[src/rtl/pc_ret_stack_pkg.sv]
// Shared defaults and the op-priority encoding for the program counter with
// its return-address stack.
package pc_ret_stack_pkg;

  localparam int              PC_WIDTH    = 16;
  localparam int              STACK_DEPTH = 8;
  localparam logic [15:0]     PC_RESET    = 16'h0000;

  typedef enum logic [2:0] {
    OP_HOLD = 3'd0,
    OP_DEC  = 3'd1,
    OP_INC  = 3'd2,
    OP_LOAD = 3'd3,
    OP_CALL = 3'd4,
    OP_RET  = 3'd5,
    OP_CLR  = 3'd6
  } op_e;

  // One action per cycle: clr > ret > call > load > inc/dec; inc with dec holds.
  function automatic op_e decode_op(input logic clr, input logic ret,
                                    input logic call, input logic load,
                                    input logic inc, input logic dec);
    if (clr)               return OP_CLR;
    else if (ret)          return OP_RET;
    else if (call)         return OP_CALL;
    else if (load)         return OP_LOAD;
    else if (inc && !dec)  return OP_INC;
    else if (dec && !inc)  return OP_DEC;
    else                   return OP_HOLD;
  endfunction

endpackage

[src/rtl/pc_ret_stack_if.sv]
// Command and status bundle of the program counter block.
interface pc_ret_stack_if
  import pc_ret_stack_pkg::*;
#(
  parameter int WIDTH = PC_WIDTH,
  parameter int DEPTH = STACK_DEPTH
) ();

  localparam int SPW = $clog2(DEPTH) + 1;

  // Commands are level-sampled on every rising edge; there is no ready, the
  // block retires exactly one (priority-selected) op per cycle.
  logic             clr;
  logic             inc;
  logic             dec;
  logic             load;
  logic             call;
  logic             ret;
  logic [WIDTH-1:0] addr;

  logic [WIDTH-1:0] pc;
  logic [SPW-1:0]   sp;
  logic             full;
  logic             empty;
  logic             ovf;
  logic             unf;
  op_e              op;

  modport master (
    output clr, inc, dec, load, call, ret, addr,
    input  pc, sp, full, empty, ovf, unf, op
  );

  modport slave (
    input  clr, inc, dec, load, call, ret, addr,
    output pc, sp, full, empty, ovf, unf, op
  );

endinterface

[src/rtl/pc_ret_stack_ret_stack.sv]
// Return-address LIFO with occupancy count and sticky overflow/underflow flags.
module ret_stack #(
  parameter int WIDTH = 16,
  parameter int DEPTH = 8
) (
  input  logic                     clk,
  input  logic                     rst,
  input  logic                     clr_i,
  input  logic                     push_i,
  input  logic                     pop_i,
  input  logic [WIDTH-1:0]         din_i,
  output logic [WIDTH-1:0]         dout_o,
  output logic [$clog2(DEPTH):0]   sp_o,
  output logic                     full_o,
  output logic                     empty_o,
  output logic                     ovf_o,
  output logic                     unf_o
);

  localparam int AW  = $clog2(DEPTH);
  localparam int SPW = AW + 1;

  logic [WIDTH-1:0] mem_q [DEPTH];
  logic [SPW-1:0]   sp_q, sp_d, sp_m1;
  logic             ovf_q, ovf_d, unf_q, unf_d;
  logic             do_push, do_pop;

  assign full_o  = (sp_q == SPW'(DEPTH));
  assign empty_o = (sp_q == '0);
  assign do_push = push_i && !full_o && !clr_i;
  assign do_pop  = pop_i && !empty_o && !clr_i;
  assign sp_m1   = sp_q - SPW'(1);
  assign dout_o  = mem_q[sp_m1[AW-1:0]];
  assign sp_o    = sp_q;
  assign ovf_o   = ovf_q;
  assign unf_o   = unf_q;

  always_comb begin
    sp_d  = sp_q;
    ovf_d = ovf_q;
    unf_d = unf_q;
    if (clr_i) begin
      sp_d  = '0;
      ovf_d = 1'b0;
      unf_d = 1'b0;
    end else begin
      if (push_i && full_o) ovf_d = 1'b1;
      if (pop_i && empty_o) unf_d = 1'b1;
      if (do_push)          sp_d  = sp_q + SPW'(1);
      else if (do_pop)      sp_d  = sp_m1;
    end
  end

  always_ff @(posedge clk or posedge rst) begin
    if (rst) begin
      sp_q  <= '0;
      ovf_q <= 1'b0;
      unf_q <= 1'b0;
    end else begin
      sp_q  <= sp_d;
      ovf_q <= ovf_d;
      unf_q <= unf_d;
    end
  end

  // Storage carries no reset so it can map onto LUT RAM.
  always_ff @(posedge clk) begin
    if (do_push) mem_q[sp_q[AW-1:0]] <= din_i;
  end

endmodule

[src/rtl/pc_ret_stack.sv]
// Program counter with inc/dec/jump and call/return via a small LIFO.
module pc_ret_stack
  import pc_ret_stack_pkg::*;
#(
  parameter int               WIDTH    = PC_WIDTH,
  parameter int               DEPTH    = STACK_DEPTH,
  parameter logic [WIDTH-1:0] RESET_PC = WIDTH'(PC_RESET)
) (
  input  logic           clk,
  input  logic           rst,
  pc_ret_stack_if.slave  bus
);

  localparam int SPW = $clog2(DEPTH) + 1;

  op_e              op;
  logic [WIDTH-1:0] pc_q, pc_d, pc_inc, pc_dec, stk_top;
  logic [SPW-1:0]   stk_sp;
  logic             stk_full, stk_empty, stk_ovf, stk_unf;

  assign op     = decode_op(bus.clr, bus.ret, bus.call, bus.load, bus.inc, bus.dec);
  assign pc_inc = pc_q + WIDTH'(1);
  assign pc_dec = pc_q - WIDTH'(1);

  always_comb begin
    pc_d = pc_q;
    case (op)
      OP_CLR:           pc_d = RESET_PC;
      OP_RET:           if (!stk_empty) pc_d = stk_top;
      OP_CALL, OP_LOAD: pc_d = bus.addr;
      OP_INC:           pc_d = pc_inc;
      OP_DEC:           pc_d = pc_dec;
      default:          pc_d = pc_q;
    endcase
  end

  always_ff @(posedge clk or posedge rst) begin
    if (rst) pc_q <= RESET_PC;
    else     pc_q <= pc_d;
  end

  // A call while full still jumps; the stack itself drops the push and flags ovf.
  ret_stack #(
    .WIDTH (WIDTH),
    .DEPTH (DEPTH)
  ) u_stack (
    .clk     (clk),
    .rst     (rst),
    .clr_i   (op == OP_CLR),
    .push_i  (op == OP_CALL),
    .pop_i   (op == OP_RET),
    .din_i   (pc_inc),
    .dout_o  (stk_top),
    .sp_o    (stk_sp),
    .full_o  (stk_full),
    .empty_o (stk_empty),
    .ovf_o   (stk_ovf),
    .unf_o   (stk_unf)
  );

  assign bus.pc    = pc_q;
  assign bus.sp    = stk_sp;
  assign bus.full  = stk_full;
  assign bus.empty = stk_empty;
  assign bus.ovf   = stk_ovf;
  assign bus.unf   = stk_unf;
  assign bus.op    = op;

endmodule

[src/flat_wrapper.sv]
// flat-port wrapper written by rule: the top's interface ports become plain ports
module pc_ret_stack_flat import pc_ret_stack_pkg::*;
#(
  parameter int               WIDTH    = PC_WIDTH,
  parameter int               DEPTH    = STACK_DEPTH,
  parameter logic [WIDTH-1:0] RESET_PC = WIDTH'(PC_RESET)
)
  (clk, rst, bus_clr, bus_inc, bus_dec, bus_load, bus_call, bus_ret, bus_addr, bus_pc, bus_sp, bus_full, bus_empty, bus_ovf, bus_unf, bus_op);
  pc_ret_stack_if #(.WIDTH(WIDTH), .DEPTH(DEPTH)) bus_i ();
  input  logic clk;
  input  logic rst;
  input wire logic [$bits(bus_i.clr)-1:0] bus_clr;
  input wire logic [$bits(bus_i.inc)-1:0] bus_inc;
  input wire logic [$bits(bus_i.dec)-1:0] bus_dec;
  input wire logic [$bits(bus_i.load)-1:0] bus_load;
  input wire logic [$bits(bus_i.call)-1:0] bus_call;
  input wire logic [$bits(bus_i.ret)-1:0] bus_ret;
  input wire logic [$bits(bus_i.addr)-1:0] bus_addr;
  output wire logic [$bits(bus_i.pc)-1:0] bus_pc;
  output wire logic [$bits(bus_i.sp)-1:0] bus_sp;
  output wire logic [$bits(bus_i.full)-1:0] bus_full;
  output wire logic [$bits(bus_i.empty)-1:0] bus_empty;
  output wire logic [$bits(bus_i.ovf)-1:0] bus_ovf;
  output wire logic [$bits(bus_i.unf)-1:0] bus_unf;
  output wire logic [$bits(bus_i.op)-1:0] bus_op;
  assign bus_i.clr = bus_clr;
  assign bus_i.inc = bus_inc;
  assign bus_i.dec = bus_dec;
  assign bus_i.load = bus_load;
  assign bus_i.call = bus_call;
  assign bus_i.ret = bus_ret;
  assign bus_i.addr = bus_addr;
  assign bus_pc = bus_i.pc;
  assign bus_sp = bus_i.sp;
  assign bus_full = bus_i.full;
  assign bus_empty = bus_i.empty;
  assign bus_ovf = bus_i.ovf;
  assign bus_unf = bus_i.unf;
  assign bus_op = bus_i.op;
  pc_ret_stack #(.WIDTH(WIDTH), .DEPTH(DEPTH), .RESET_PC(RESET_PC)) u_core (.clk(clk), .rst(rst), .bus(bus_i));
endmodule
[config.mk]
export PLATFORM = sky130hd
export DESIGN_NAME = pc_ret_stack_flat
export DESIGN_NICKNAME = d
export VERILOG_FILES = /design/src/rtl/pc_ret_stack_pkg.sv /design/src/rtl/pc_ret_stack_if.sv /design/src/rtl/pc_ret_stack_ret_stack.sv /design/src/rtl/pc_ret_stack.sv /design/src/flat_wrapper.sv
export SDC_FILE = /design/constraint.sdc
export NUM_CORES = 1
export LEC_CHECK = 0
export CAP_MARGIN = 20
export CORE_AREA = 2 2 122 124
export CTS_CLUSTER_DIAMETER = 30
export DETAILED_ROUTE_END_ITERATION = 10
export DIE_AREA = 0 0 124 126
export GPL_TIMING_DRIVEN = 0
export PLACE_DENSITY = 0.69
export REMOVE_ABC_BUFFERS = 1
export SLEW_MARGIN = 0
export SYNTH_ARGS = -nofsm -noshare
export SYNTH_HDL_FRONTEND = slang
export SYNTH_SLANG_ARGS = --single-unit
[constraint.sdc]
create_clock -name clk -period 11.3 [get_ports clk]
set_input_delay 1.13 -clock clk [delete_from_list [all_inputs] [get_ports clk]]
set_output_delay 1.13 -clock clk [all_outputs]
set_load 0.01 [all_outputs]
==> impl_summary.txt, run 1 <==
----------------------------------------------------
[Min path]
  Min-delay src ... u_core.u_stack.unf_o$_DFFE_PP0P_
  Depth of the worst hold-timing path ... 2
  Class of the worst hold path ... reg -> reg
  Hold Path End ... u_core.u_stack.unf_o$_DFFE_PP0P_

[CTS]
  Count of H-tree levels built during CTS ... 4
  Clock-pin transition on the worst setup and hold timing paths ... 0.06 ns
  CTS-repair resized insts ... 0
  Longest Clk Path Bufs ... 2
  Clock tree from TritonCTS ... yes
  TritonCTS Buffers ... 17
  Clk Latency, worst-skew pair ... 0.43 ns
  Buffer cell driving the clock tree root ... sky130_fd_sc_hd__clkbuf_16
  Number of sinks on the clock net ... 150
  Number of hold buffers added after cts ... 0
  Postcts setup bufs ... 0

[Yosys]
  Cell count after synthesis ... 495
  Average cell area after synthesis ... 14.2 um^2
  Count of state elements after synthesis ... 150
  Fraction of post-synthesis cell area in the top cell type by area ... between 50% and 60%
  EDFF count, synth ... 128
  Number of different library cells in the post-synthesis netlist ... 65
  Ranking of synthesized cells by instance count ... sky130_fd_sc_hd__edfxtp_1 (128), sky130_fd_sc_hd__nand2_1 (50), sky130_fd_sc_hd__nor2_1 (34), sky130_fd_sc_hd__mux4_2 (29), sky130_fd_sc_hd__dfrtp_1 (22)
  Number of synthesis warnings ... 0
  Async set-or-reset flop fraction in the synthesized netlist ... 14.7%
  Top flip-flop cell by instance count after synthesis ... sky130_fd_sc_hd__edfxtp_1
  Cell type with the largest total area after synthesis ... sky130_fd_sc_hd__edfxtp_1
  Netlist area before placement ... 7010 um^2
  Proportion of synthesized chip area in sequential cells ... 62.7%
  Dominant cells by area after synthesis ... sky130_fd_sc_hd__edfxtp_1 (55%), sky130_fd_sc_hd__mux4_2 (9.3%), sky130_fd_sc_hd__dfrtp_1 (7.9%), sky130_fd_sc_hd__nand2_1 (2.7%), sky130_fd_sc_hd__nor2_1 (1.8%)
  Most numerous cell in the Yosys netlist ... sky130_fd_sc_hd__edfxtp_1

[Global routing]
  Via count of the first global-routing pass ... between 4000 and 5000
  Number of antenna violations at the first check in global routing ... 0
  Met2 track demand over resource in global routing ... 36.3%
  First-pass GRT wire length ... ~27000 um
  Routing usage on met3 ... around 6.0%
  GR met1 Demand/Resource ... between 30% and 40%
  GRT busiest layer ... met2
  Largest net degree at the start of global routing ... 24
  Leftover overflow at the end of global routing ... 0
  GR Util All Layers ... 23.9%

[Place]
  Cell Area, Placed ... 7810 um^2
  Port bufs ... 50
  Worst setup timing slack at the placement stage ... 6.95 ns
  Detailed-placement wirelength estimate ... 11700 um
  Gp weighted congestion ... 0.890

[Floorplanning]
  Die Wd ... approximately 120 um
  I/O pin count ... between 50 and 60
  Initial standard-cell utilization of the core ... between 40% and 50%
  Floorplan die area ... 15600 um^2
  Vertical extent of the die ... 126 um
  Area of the placeable core ... 14300 um^2
  Std cell rows ... between 40 and 50

[Detailed routing]
  Iter 0 DRT Violations ... approximately 600
  Number of DRC violations after detailed routing ... 0
  Detailed-route wire length per cell ... 23.4 um
  Vias per cell ... between 6 and 7
  Remaining number of nets flagged by the antenna check after routing ... 0
  Total vias in the final route ... 4624
  First-pass iteration count of the detailed router ... 6
  Drt total wl ... 17400 um

[Setup path]
  Cells along the critical path ... clkdlybuf4s50_1 -> or3_1 -> clkdlybuf4s50_1
  Peak fanout along the critical path ... 22
  Type of destination of the critical path ... primary output
  Most repeated library cell on the critical path ... sky130_fd_sc_hd__clkdlybuf4s50_1
  Cell with the largest stage delay on the worst path ... sky130_fd_sc_hd__clkdlybuf4s50_1
  Worst reg2reg path depth ... 7
  Critical Setup Path Class ... in -> out
  Origin of the critical flop-to-flop path ... u_core.u_stack.sp_o[0]$_DFFE_PP0P_
  Arrival @ worst endpoint ... roughly 3.0 ns
  Startpoint types ... primary input
  Reg2reg end ... u_core.bus.pc[15]$_DFFE_PP0P_
  Worst stage delay on the critical path ... roughly 0.86 ns
  Setup slack of the worst register-to-register path ... 7.96 ns
  Required time of the worst setup path ... 10.17 ns

[STA]
  Slew of the pin with the lowest slew margin ... 1.14 ns
  Unrepaired setup endpoints after global routing ... false
  Final clock skew ... around 0.0097 ns
  Highest clock rate ... 242 MHz
  Number of failing hold endpoints at the final stage ... 0
  Post-layout worst setup margin ... ~7.2 ns
  Tmin final ... roughly 4.1 ns
  Post-route fraction of the period consumed by the critical path ... 36.5%
  Accumulated negative setup slack ... 0 ns
  Setup violators final ... 0
  Rel. slew slack ... around a quarter
  Total count of max-transition violations in the final report ... 0

[Cells and area]
  Final net count ... between 500 and 600
  Summed area of non-filler cells in the final layout ... approximately 8400 um^2
  Area of all sequential standard cells ... 4400 um^2
  Fill cells ... 1156
  Diodes inserted ... 0
  Fraction of layout cells with a size suffix above 1 ... 16.5%
  Area used by multi-input combinational logic ... 2440 um^2
  Area added between synthesis and finish ... 20.6%

[Run status]
  Run status ... complete, no violations

[Run]
  Number of max-cap violations ... 0

[Power and ir drop]
  Worst vdd rail ir drop ... 0.000151 V
  Ratio of total power to cell area ... 264 nW/um^2
  Standby leakage power ... 0.00288 uW

----------------------------------------------------
final cells by class:
class                           count  area share, %
Sequential cell                   150           52.0
Multi-Input combinational cell    300           28.9
Timing Repair Buffer               65           8.35
Clock buffer                       18           5.08
Tap cell                          184           2.73
Clock inverter                     14           2.44
Inverter                           10          0.444
per-stage QoR:
step | cells | hold slack, ns | utilization [%] | total power (uW)
final | 741 | 0.494 | 59.0 | 2230
after global routing | 741 | 0.553 | 59.0 | 2330
after CTS | 741 | 0.504 | 59.0 | 2240
after detailed placement | 709 | 0.491 | 54.6 | 1630
after global placement | 694 | 0.478 | 52.8 | 1570
after floorplan | 460 | 0.529 | - | 1310
power breakdown:
part           switching (uW)  internal [uW]
combinational             429            371
sequential                109            710
clock                     221            390
total                     759           1470
layer usage:
layer | vias to the layer above | share of wire (%)
met3 | 28 | 9.1
li1 | 2028 | -
met2 | 254 | 47
met1 | 2314 | 42
met4 | 0 | 1.9
met5 | - | 0
cell families after synthesis:
| family | after synthesis | share of synthesized area, % |
|---|---|---|
| XOR/XNOR | 26 | 3.52 |
| AO/OA/AOI/OAI | 87 | 8.75 |
| flip-flops | 150 | 62.7 |
| AND/OR/NAND/NOR | 146 | 10.3 |
| adder cells (fa/ha/maj) | 4 | 0.714 |
| buffers and inverters | 45 | 3.07 |
| multiplexers | 37 | 10.9 |
worst max path at each step:
stage                                  startpoint                              endpoint  slack, ns  cells past startpoint
2_1_floorplan  u_core.u_stack.sp_o[0]$_DFFE_PP0P_  u_core.u_stack.mem_q[0][0]$_DFFE_PP_       6.53                      5
3_3_place_gp   u_core.u_stack.sp_o[0]$_DFFE_PP0P_  u_core.u_stack.mem_q[0][8]$_DFFE_PP_       4.04                      5
3_5_place_dp                              bus_clr  u_core.u_stack.mem_q[2][6]$_DFFE_PP_       6.95                      5
4_1_cts                                   bus_clr                             bus_op[2]       7.20                      3
5_1_grt                                   bus_clr                             bus_op[2]       7.07                      3
6_report                                  bus_clr                             bus_op[2]       7.17                      3
worst max-delay path: cells and delay by family:
kind	cells	cell delay, ns
buf+inv	2	1.34
simple gates	1	0.53
cells in the final DEF (no fill, tap or decap), drive strengths merged, types with 3 or more instances in the layout:
cell type / count
mux2i: 6
a211oi: 3
nor4: 7
ha: 4
nand4: 4
clkdlybuf4s50: 50
xnor2: 14
clkinv: 5
clkbuf: 18
nand3: 13
a221oi: 7
a31oi: 5
nand2: 50
clkinvlp: 3
nor2b: 4
xor2: 12
dfrtp: 22
edfxtp: 128
nor2: 35
o31ai: 5
a21oi: 18
mux4: 31
nor3: 13
nand2b: 5
bufinv: 5
o21ai: 17
inv: 11
a222oi: 3
a22o: 4
buf: 15
state kept, by name, summed over array words and instances (netlist names):
signal,count
u_core.u_stack.mem_q,128
u_core.bus.pc,16
u_core.u_stack.sp_o,4
u_core.u_stack.ovf_o,1
u_core.u_stack.unf_o,1
Note: power is estimated with default switching activity, not from simulation.
==> run 2: changes to the inputs <==
--- a/config.mk
+++ b/config.mk
@@ -11,7 +11,7 @@
 export DETAILED_ROUTE_END_ITERATION = 10
 export DIE_AREA = 0 0 124 126
 export GPL_TIMING_DRIVEN = 0
-export PLACE_DENSITY = 0.69
+export PLACE_DENSITY = 0.71
 export REMOVE_ABC_BUFFERS = 1
 export SLEW_MARGIN = 0
 export SYNTH_ARGS = -nofsm -noshare
==> constraint.sdc (replaced) <==
create_clock -name clk -period 3.7 [get_ports clk]
set_input_delay 0.37 -clock clk [delete_from_list [all_inputs] [get_ports clk]]
set_output_delay 0.37 -clock clk [all_outputs]
set_load 0.01 [all_outputs]
==> impl_summary.txt, run 2 (synthesis results as in run 1) <==
----------------------------------------------------
[Cells and area]
  Final net count ... ~570
  Largest register FFs ... 128
  Diodes inserted ... 0
  Area added between synthesis and finish ... 19.1%
  Fraction of layout cells with a size suffix above 1 ... ~16%
  Share of the core filled with cells ... slightly below 60%
  Most frequent cells in the layout ... sky130_fd_sc_hd__edfxtp_1 (128), sky130_fd_sc_hd__nand2_1 (50), sky130_fd_sc_hd__clkdlybuf4s50_1 (50)
  Leading cell type in the layout, fill and taps excluded ... sky130_fd_sc_hd__edfxtp_1
  Fill cells ... 1136

[Power and ir drop]
  Worst vdd rail ir drop ... 0.000535 V
  Ratio of total power to cell area ... 778 nW/um^2
  PnR Total Power ... 6500 uW
  Standby leakage power ... 0.00283 uW

[Place]
  Gp weighted congestion ... 0.876
  Port bufs ... 50
  Worst setup timing slack at the placement stage ... between 0.2 and 0.25 ns
  Detailed-placement wirelength estimate ... 11300 um

[Setup path]
  Worst reg2reg path depth ... 6
  Cell with the largest stage delay on the worst path ... sky130_fd_sc_hd__dfrtp_2
  Worst path bufs/invs ... 2
  Critical Setup Path Class ... reg -> reg
  Worst stage delay on the critical path ... slightly above 0.8 ns
  Origin of the critical flop-to-flop path ... u_core.u_stack.sp_o[0]$_DFFE_PP0P_
  Type of destination of the critical path ... flop
  Peak fanout along the critical path ... 23
  Cell family with the largest share of critical-path delay ... simple AND/OR/NAND/NOR gates
  Cells along the critical path ... inv_1 -> ha_2 -> and3b_1 -> or2_1 -> nor3_2 -> buf_8
  Reg2reg end ... u_core.u_stack.mem_q[6][9]$_DFFE_PP_
  Required time of the worst setup path ... 3.83 ns
  Startpoint types ... flop
  Setup slack of the worst register-to-register path ... 0.24 ns
  Arrival @ worst endpoint ... 3.59 ns

[Floorplanning]
  Floorplan die area ... 15600 um^2
  Die Wd ... 124 um
  Area of the placeable core ... 14300 um^2
  Vertical extent of the die ... ~130 um
  I/O pin count ... 51
  Std cell rows ... 44
  Initial standard-cell utilization of the core ... 49.0%

[Detailed routing]
  Drt total wl ... 16800 um
  First-pass iteration count of the detailed router ... 5
  Number of DRC violations after detailed routing ... 0
  Remaining number of nets flagged by the antenna check after routing ... 0
  Iter 0 DRT Violations ... 451
  Detailed-route wire length per cell ... roughly 23 um
  Vias per cell ... approximately 6.2
  Total vias in the final route ... 4582

[CTS]
  Longest Clk Path Bufs ... 2
  CTS-repair resized insts ... 0
  Number of hold buffers added after cts ... 0
  Clk Latency, worst-skew pair ... between 0.4 and 0.5 ns
  Clock tree from TritonCTS ... yes
  Count of H-tree levels built during CTS ... 4
  Number of sinks on the clock net ... 150
  TritonCTS Buffers ... 17
  Postcts setup bufs ... 0
  Buffer cell driving the clock tree root ... sky130_fd_sc_hd__clkbuf_16
  Clock-pin transition on the worst setup and hold timing paths ... about 0.06 ns

[Global routing]
  GRT busiest layer ... met2
  Routing usage on met3 ... 5.34%
  GR met1 Demand/Resource ... approximately a third
  Largest net degree at the start of global routing ... 24
  Leftover overflow at the end of global routing ... 0
  First-pass GRT wire length ... roughly 26000 um
  Via count of the first global-routing pass ... 4445
  GR Util All Layers ... 23.0%
  Number of antenna violations at the first check in global routing ... 0
  Met2 track demand over resource in global routing ... between 30% and 40%

[Run]
  Number of max-cap violations ... 0

[STA]
  Number of failing hold endpoints at the final stage ... 0
  Unrepaired setup endpoints after global routing ... false
  Tmin final ... between 3 and 4 ns
  Rel. slew slack ... 32.8%
  Total count of max-transition violations in the final report ... 0
  Post-route fraction of the period consumed by the critical path ... 93.4%
  Accumulated negative setup slack ... 0 ns
  Post-layout worst setup margin ... about 0.24 ns
  Setup violators final ... 0
  Highest clock rate ... 289 MHz
  Final clock skew ... roughly 0.0083 ns
  Slew of the pin with the lowest slew margin ... 1.00 ns

[Run status]
  Run status ... complete, no violations

[Min path]
  Class of the worst hold path ... in -> async

----------------------------------------------------
run 2: cell types whose count changed in the layout (fill, tap and decap cells not counted):
| cell | before | now |
|---|---|---|
| sky130_fd_sc_hd__bufinv_16 | 5 | 1 |
| sky130_fd_sc_hd__clkinv_2 | 1 | 4 |
| sky130_fd_sc_hd__buf_8 | 5 | 6 |
| sky130_fd_sc_hd__clkbuf_1 | 1 | 0 |
| sky130_fd_sc_hd__clkinv_4 | 1 | 2 |
| sky130_fd_sc_hd__buf_6 | 6 | 4 |
| sky130_fd_sc_hd__clkinv_1 | 3 | 4 |
run 2: worst max path at each step:
stage / cells after the start / startpoint / slack [ns] / endpoint
after global placement: 5 / u_core.u_stack.sp_o[0]$_DFFE_PP0P_ / -3.33 / u_core.u_stack.mem_q[0][7]$_DFFE_PP_
after CTS: 6 / u_core.u_stack.sp_o[0]$_DFFE_PP0P_ / 0.24 / u_core.u_stack.mem_q[6][9]$_DFFE_PP_
after global routing: 6 / u_core.u_stack.sp_o[0]$_DFFE_PP0P_ / 0.02 / u_core.u_stack.mem_q[6][9]$_DFFE_PP_
after floorplan: 5 / u_core.u_stack.sp_o[0]$_DFFE_PP0P_ / -1.07 / u_core.u_stack.mem_q[0][0]$_DFFE_PP_
final: 6 / u_core.u_stack.sp_o[0]$_DFFE_PP0P_ / 0.24 / u_core.u_stack.mem_q[6][9]$_DFFE_PP_
after detailed placement: 5 / bus_clr / 0.21 / u_core.u_stack.mem_q[6][13]$_DFFE_PP_
run 2: stage by stage:
stage / instance area [um^2] / hold WS [ns] / std cells
finish: 8340 / 0.484 / 740
global route: 8340 / 0.530 / 740
CTS: 8340 / 0.494 / 740
detailed placement: 7800 / 0.485 / 708
global placement: 7560 / 0.476 / 694
floorplan: 6830 / 0.359 / 460
run 2: area by class of cell:
class	count	area [um^2]	share of cell area [%]
sequential	150	4400	52.7
multi-input combinational	300	2440	29.3
timing repair buffer	64	698	8.37
clock buffer	17	425	5.10
tap	184	230	2.76
clock inverter	15	114	1.36
inverter	10	37.5	0.450
run 2: routing by layer:
layer | part of all wire, % | wire length, um | up-vias
met3 | 7.1 | 1200 | 25
met5 | 0 | 0 | -
li1 | - | - | 2020
met4 | 2.0 | 335 | 0
met2 | 48 | 8010 | 185
met1 | 43 | 7250 | 2352
run 2: where the power goes:
group          switching [uW]  internal [uW]
registers                 337           2170
clock network             661            910
logic                    1290           1130
total                    2290           4200
run 2: worst reg2reg max path, delay by kind of cell (launching register included):
| family | cells | cell delay (ns) |
|---|---|---|
| adders and majority gates | 1 | 0.37 |
| buffers and inverters | 2 | 0.52 |
| and+or+nand+nor | 3 | 1.43 |
| DFF | 1 | 0.83 |
==> run 3: changes to the inputs <==
--- a/config.mk
+++ b/config.mk
@@ -6,14 +6,16 @@
 export NUM_CORES = 1
 export LEC_CHECK = 0
 export CAP_MARGIN = 20
-export CORE_AREA = 2 2 122 124
+export CORE_AREA = 2 2 123 125
 export CTS_CLUSTER_DIAMETER = 30
 export DETAILED_ROUTE_END_ITERATION = 10
-export DIE_AREA = 0 0 124 126
+export DIE_AREA = 0 0 125 127
 export GPL_TIMING_DRIVEN = 0
 export PLACE_DENSITY = 0.71
 export REMOVE_ABC_BUFFERS = 1
+export SKIP_CTS_REPAIR_TIMING = 1
 export SLEW_MARGIN = 0
 export SYNTH_ARGS = -nofsm -noshare
 export SYNTH_HDL_FRONTEND = slang
+export SYNTH_HIERARCHICAL = 1
 export SYNTH_SLANG_ARGS = --single-unit
==> impl_summary.txt, run 3 <==
----------------------------------------------------
[Run status]
  Run status ... complete, no violations

[Global routing]
  Number of antenna violations at the first check in global routing ... 0
  Leftover overflow at the end of global routing ... 0
  Largest net degree at the start of global routing ... 36
  GR Util All Layers ... 21.4%
  First-pass GRT wire length ... between 20000 and 30000 um
  Via count of the first global-routing pass ... 4481

[Cells and area]
  Area used by multi-input combinational logic ... 2540 um^2
  Area of all sequential standard cells ... 4400 um^2
  Fill cells ... 1073
  Area added between synthesis and finish ... 18.5%
  Diodes inserted ... 0
  Largest register FFs ... 128
  Most frequent cells in the layout ... sky130_fd_sc_hd__edfxtp_1 (128), sky130_fd_sc_hd__clkdlybuf4s50_1 (50), sky130_fd_sc_hd__mux4_2 (27)
  Final net count ... 557
  Leading cell type in the layout, fill and taps excluded ... sky130_fd_sc_hd__edfxtp_1
  Share of the core filled with cells ... about three fifths
  Number of standard cells in the layout, taps in and fillers out ... 726
  Fraction of layout cells with a size suffix above 1 ... 20.5%

[STA]
  Post-route fraction of the period consumed by the critical path ... roughly 93%
  Slew of the pin with the lowest slew margin ... 1.06 ns
  Number of failing hold endpoints at the final stage ... 0
  Highest clock rate ... 290 MHz
  Setup violators final ... 0
  Final clock skew ... between 0.008 and 0.009 ns
  Rel. slew slack ... 29.1%
  Unrepaired setup endpoints after global routing ... false
  Tmin final ... 3.45 ns
  Total count of max-transition violations in the final report ... 0
  Post-layout worst setup margin ... ~0.25 ns

[Detailed routing]
  Number of DRC violations after detailed routing ... 0
  Total vias in the final route ... 4557
  Drt total wl ... ~16000 um
  Detailed-route wire length per cell ... 22.6 um
  Vias per cell ... 6.28
  Remaining number of nets flagged by the antenna check after routing ... 0
  Iter 0 DRT Violations ... 462
  First-pass iteration count of the detailed router ... 5

[CTS]
  Buffer cell driving the clock tree root ... sky130_fd_sc_hd__clkbuf_16
  Clk Latency, worst-skew pair ... 0.43 ns
  Longest Clk Path Bufs ... 2
  Clock tree from TritonCTS ... yes
  TritonCTS Buffers ... 17
  Count of H-tree levels built during CTS ... 4
  Number of sinks on the clock net ... 150
  Clock-pin transition on the worst setup and hold timing paths ... 0.06 ns

[Yosys]
  Async set-or-reset flop fraction in the synthesized netlist ... 14.7%
  Number of different library cells in the post-synthesis netlist ... approximately 60
  EDFF count, synth ... 128
  Count of state elements after synthesis ... 150
  Fraction of post-synthesis cell area in the top cell type by area ... 53.8%
  Most numerous cell in the Yosys netlist ... sky130_fd_sc_hd__edfxtp_1
  Average cell area after synthesis ... roughly 15 um^2
  Cell count after synthesis ... 488
  Ranking of synthesized cells by instance count ... sky130_fd_sc_hd__edfxtp_1 (128), sky130_fd_sc_hd__nor2_1 (30), sky130_fd_sc_hd__mux4_2 (27), sky130_fd_sc_hd__dfrtp_1 (22), sky130_fd_sc_hd__clkbuf_1 (21)
  Cell type with the largest total area after synthesis ... sky130_fd_sc_hd__edfxtp_1
  Proportion of synthesized chip area in sequential cells ... 61.5%
  Number of synthesis warnings ... 6
  Top flip-flop cell by instance count after synthesis ... sky130_fd_sc_hd__edfxtp_1
  Dominant cells by area after synthesis ... sky130_fd_sc_hd__edfxtp_1 (54%), sky130_fd_sc_hd__mux4_2 (8.5%), sky130_fd_sc_hd__dfrtp_1 (7.7%), sky130_fd_sc_hd__mux2_2 (2.7%), sky130_fd_sc_hd__mux4_1 (1.8%)
  Netlist area before placement ... 7140 um^2

[Place]
  Port bufs ... 50
  Detailed-placement wirelength estimate ... between 10000 and 15000 um
  Worst setup timing slack at the placement stage ... -0.521 ns
  Cells after DPL ... 693
  Gp weighted congestion ... between 0.8 and 0.9

[Power and ir drop]
  Standby leakage power ... approximately 0.0029 uW
  Worst vdd rail ir drop ... 0.000357 V
  Ratio of total power to cell area ... approximately 630 nW/um^2

[Setup path]
  Arrival @ worst endpoint ... about 3.6 ns
  Type of destination of the critical path ... flop
  Startpoint types ... primary input
  Critical Setup Path Class ... in -> reg
  Peak fanout along the critical path ... 26
  Required time of the worst setup path ... 3.84 ns

[Min path]
  Class of the worst hold path ... in -> async

[Floorplanning]
  Die Wd ... 125 um
  Vertical extent of the die ... 127 um
  Floorplan die area ... 15900 um^2
  Initial standard-cell utilization of the core ... between 40% and 50%
  Std cell rows ... 44
  Area of the placeable core ... around 14000 um^2
  I/O pin count ... 51

[Run]
  Number of max-cap violations ... 0

----------------------------------------------------
run 3: cell types whose count changed after synthesis, moves of 4 or more:
cell / previous run / this run
sky130_fd_sc_hd__or2_2: 0 / 4
sky130_fd_sc_hd__o22ai_1: 2 / 7
sky130_fd_sc_hd__nand2_1: 50 / 20
sky130_fd_sc_hd__nor2_1: 34 / 30
sky130_fd_sc_hd__buf_2: 13 / 8
sky130_fd_sc_hd__xnor2_1: 14 / 9
sky130_fd_sc_hd__clkbuf_1: 15 / 21
sky130_fd_sc_hd__o21ai_0: 16 / 10
sky130_fd_sc_hd__mux2_2: 0 / 17
sky130_fd_sc_hd__mux2i_1: 6 / 0
sky130_fd_sc_hd__a22o_1: 4 / 8
sky130_fd_sc_hd__a22oi_1: 2 / 6
sky130_fd_sc_hd__nand3b_1: 0 / 4
run 3: cell families (layout without fill, tap and decap cells):
kind of cell             count (synthesis)  in the layout  synth area share [%]
multiplexers                            50             50                  13.2
adder cells (fa/ha/maj)                  4              4                 0.701
buffers and inverters                   49            103                  3.79
XOR/XNOR                                19             19                  2.44
AO/OA/AOI/OAI                           88             88                  8.92
flip-flops                             150            150                  61.5
AND/OR/NAND/NOR                        128            128                  9.41
run 3: power breakdown:
group	switching (uW)	total (uW)	internal [uW]	leakage, uW
logic	717	1450	731	0.00110
registers	162	2130	1970	0.00147
clock network	706	1770	1060	0.000288
total	1590	5350	3760	0.00286
run 3: metrics by stage:
stage               total power (uW)  area (um^2)  TNS (ns)  hold WS, ns
floorplan                       3100         6900    -20.00        0.161
finish                          5350         8460         0        0.229
global route                    5560         8460         0        0.256
CTS                             5340         8420     -1.98        0.220
detailed placement              3580         7820    -34.44        0.491
global placement                3520         7630   -219.55        0.481
run 3: layout make-up:
type                            count  area share, %
Inverter                            9          0.399
Clock inverter                     15           2.14
Clock buffer                       17           5.03
Tap cell                          184           2.72
Timing Repair Buffer               62           7.79
Multi-Input combinational cell    289           30.0
Sequential cell                   150           51.9
run 3: final timing paths:
check                                                        start                              endpoint  slack (ns)  cells past startpoint
worst min-delay path                                           rst    u_core/u_stack/sp_o[3]$_DFFE_PP0P_        0.23                      2
max in group asynchronous                                      rst          u_core/bus.pc[0]$_DFFE_PP0P_        2.82                      2
worst max-delay path                                       bus_clr  u_core/u_stack/mem_q[5][5]$_DFFE_PP_        0.25                      7
min in group clk                  u_core/u_stack/unf_o$_DFFE_PP0P_      u_core/u_stack/unf_o$_DFFE_PP0P_        0.50                      2
worst min register to register    u_core/u_stack/unf_o$_DFFE_PP0P_      u_core/u_stack/unf_o$_DFFE_PP0P_        0.50                      2
worst max register to register  u_core/u_stack/sp_o[0]$_DFFE_PP0P_         u_core/bus.pc[11]$_DFFE_PP0P_        0.30                      9
run 3: metal layers:
| metal | routed length (um) | vias up | track usage (%) |
|---|---|---|---|
| li1 | - | 2022 | - |
| met1 | 6980 | 2315 | 28.8 |
| met2 | 8150 | 189 | 34.8 |
| met3 | 1020 | 31 | 4.61 |
| met4 | 274 | 0 | 7.58 |
| met5 | 0 | - | 0 |
run 3: worst max-delay path, stage by stage:
cell and delay (ns):
sky130_fd_sc_hd__clkdlybuf4s50_1 0.96, sky130_fd_sc_hd__nor3b_2 0.76, sky130_fd_sc_hd__nand2b_1 0.15, sky130_fd_sc_hd__a21oi_1 0.24
sky130_fd_sc_hd__nand2_1 0.23, sky130_fd_sc_hd__nor2_2 0.61, sky130_fd_sc_hd__buf_6 0.26
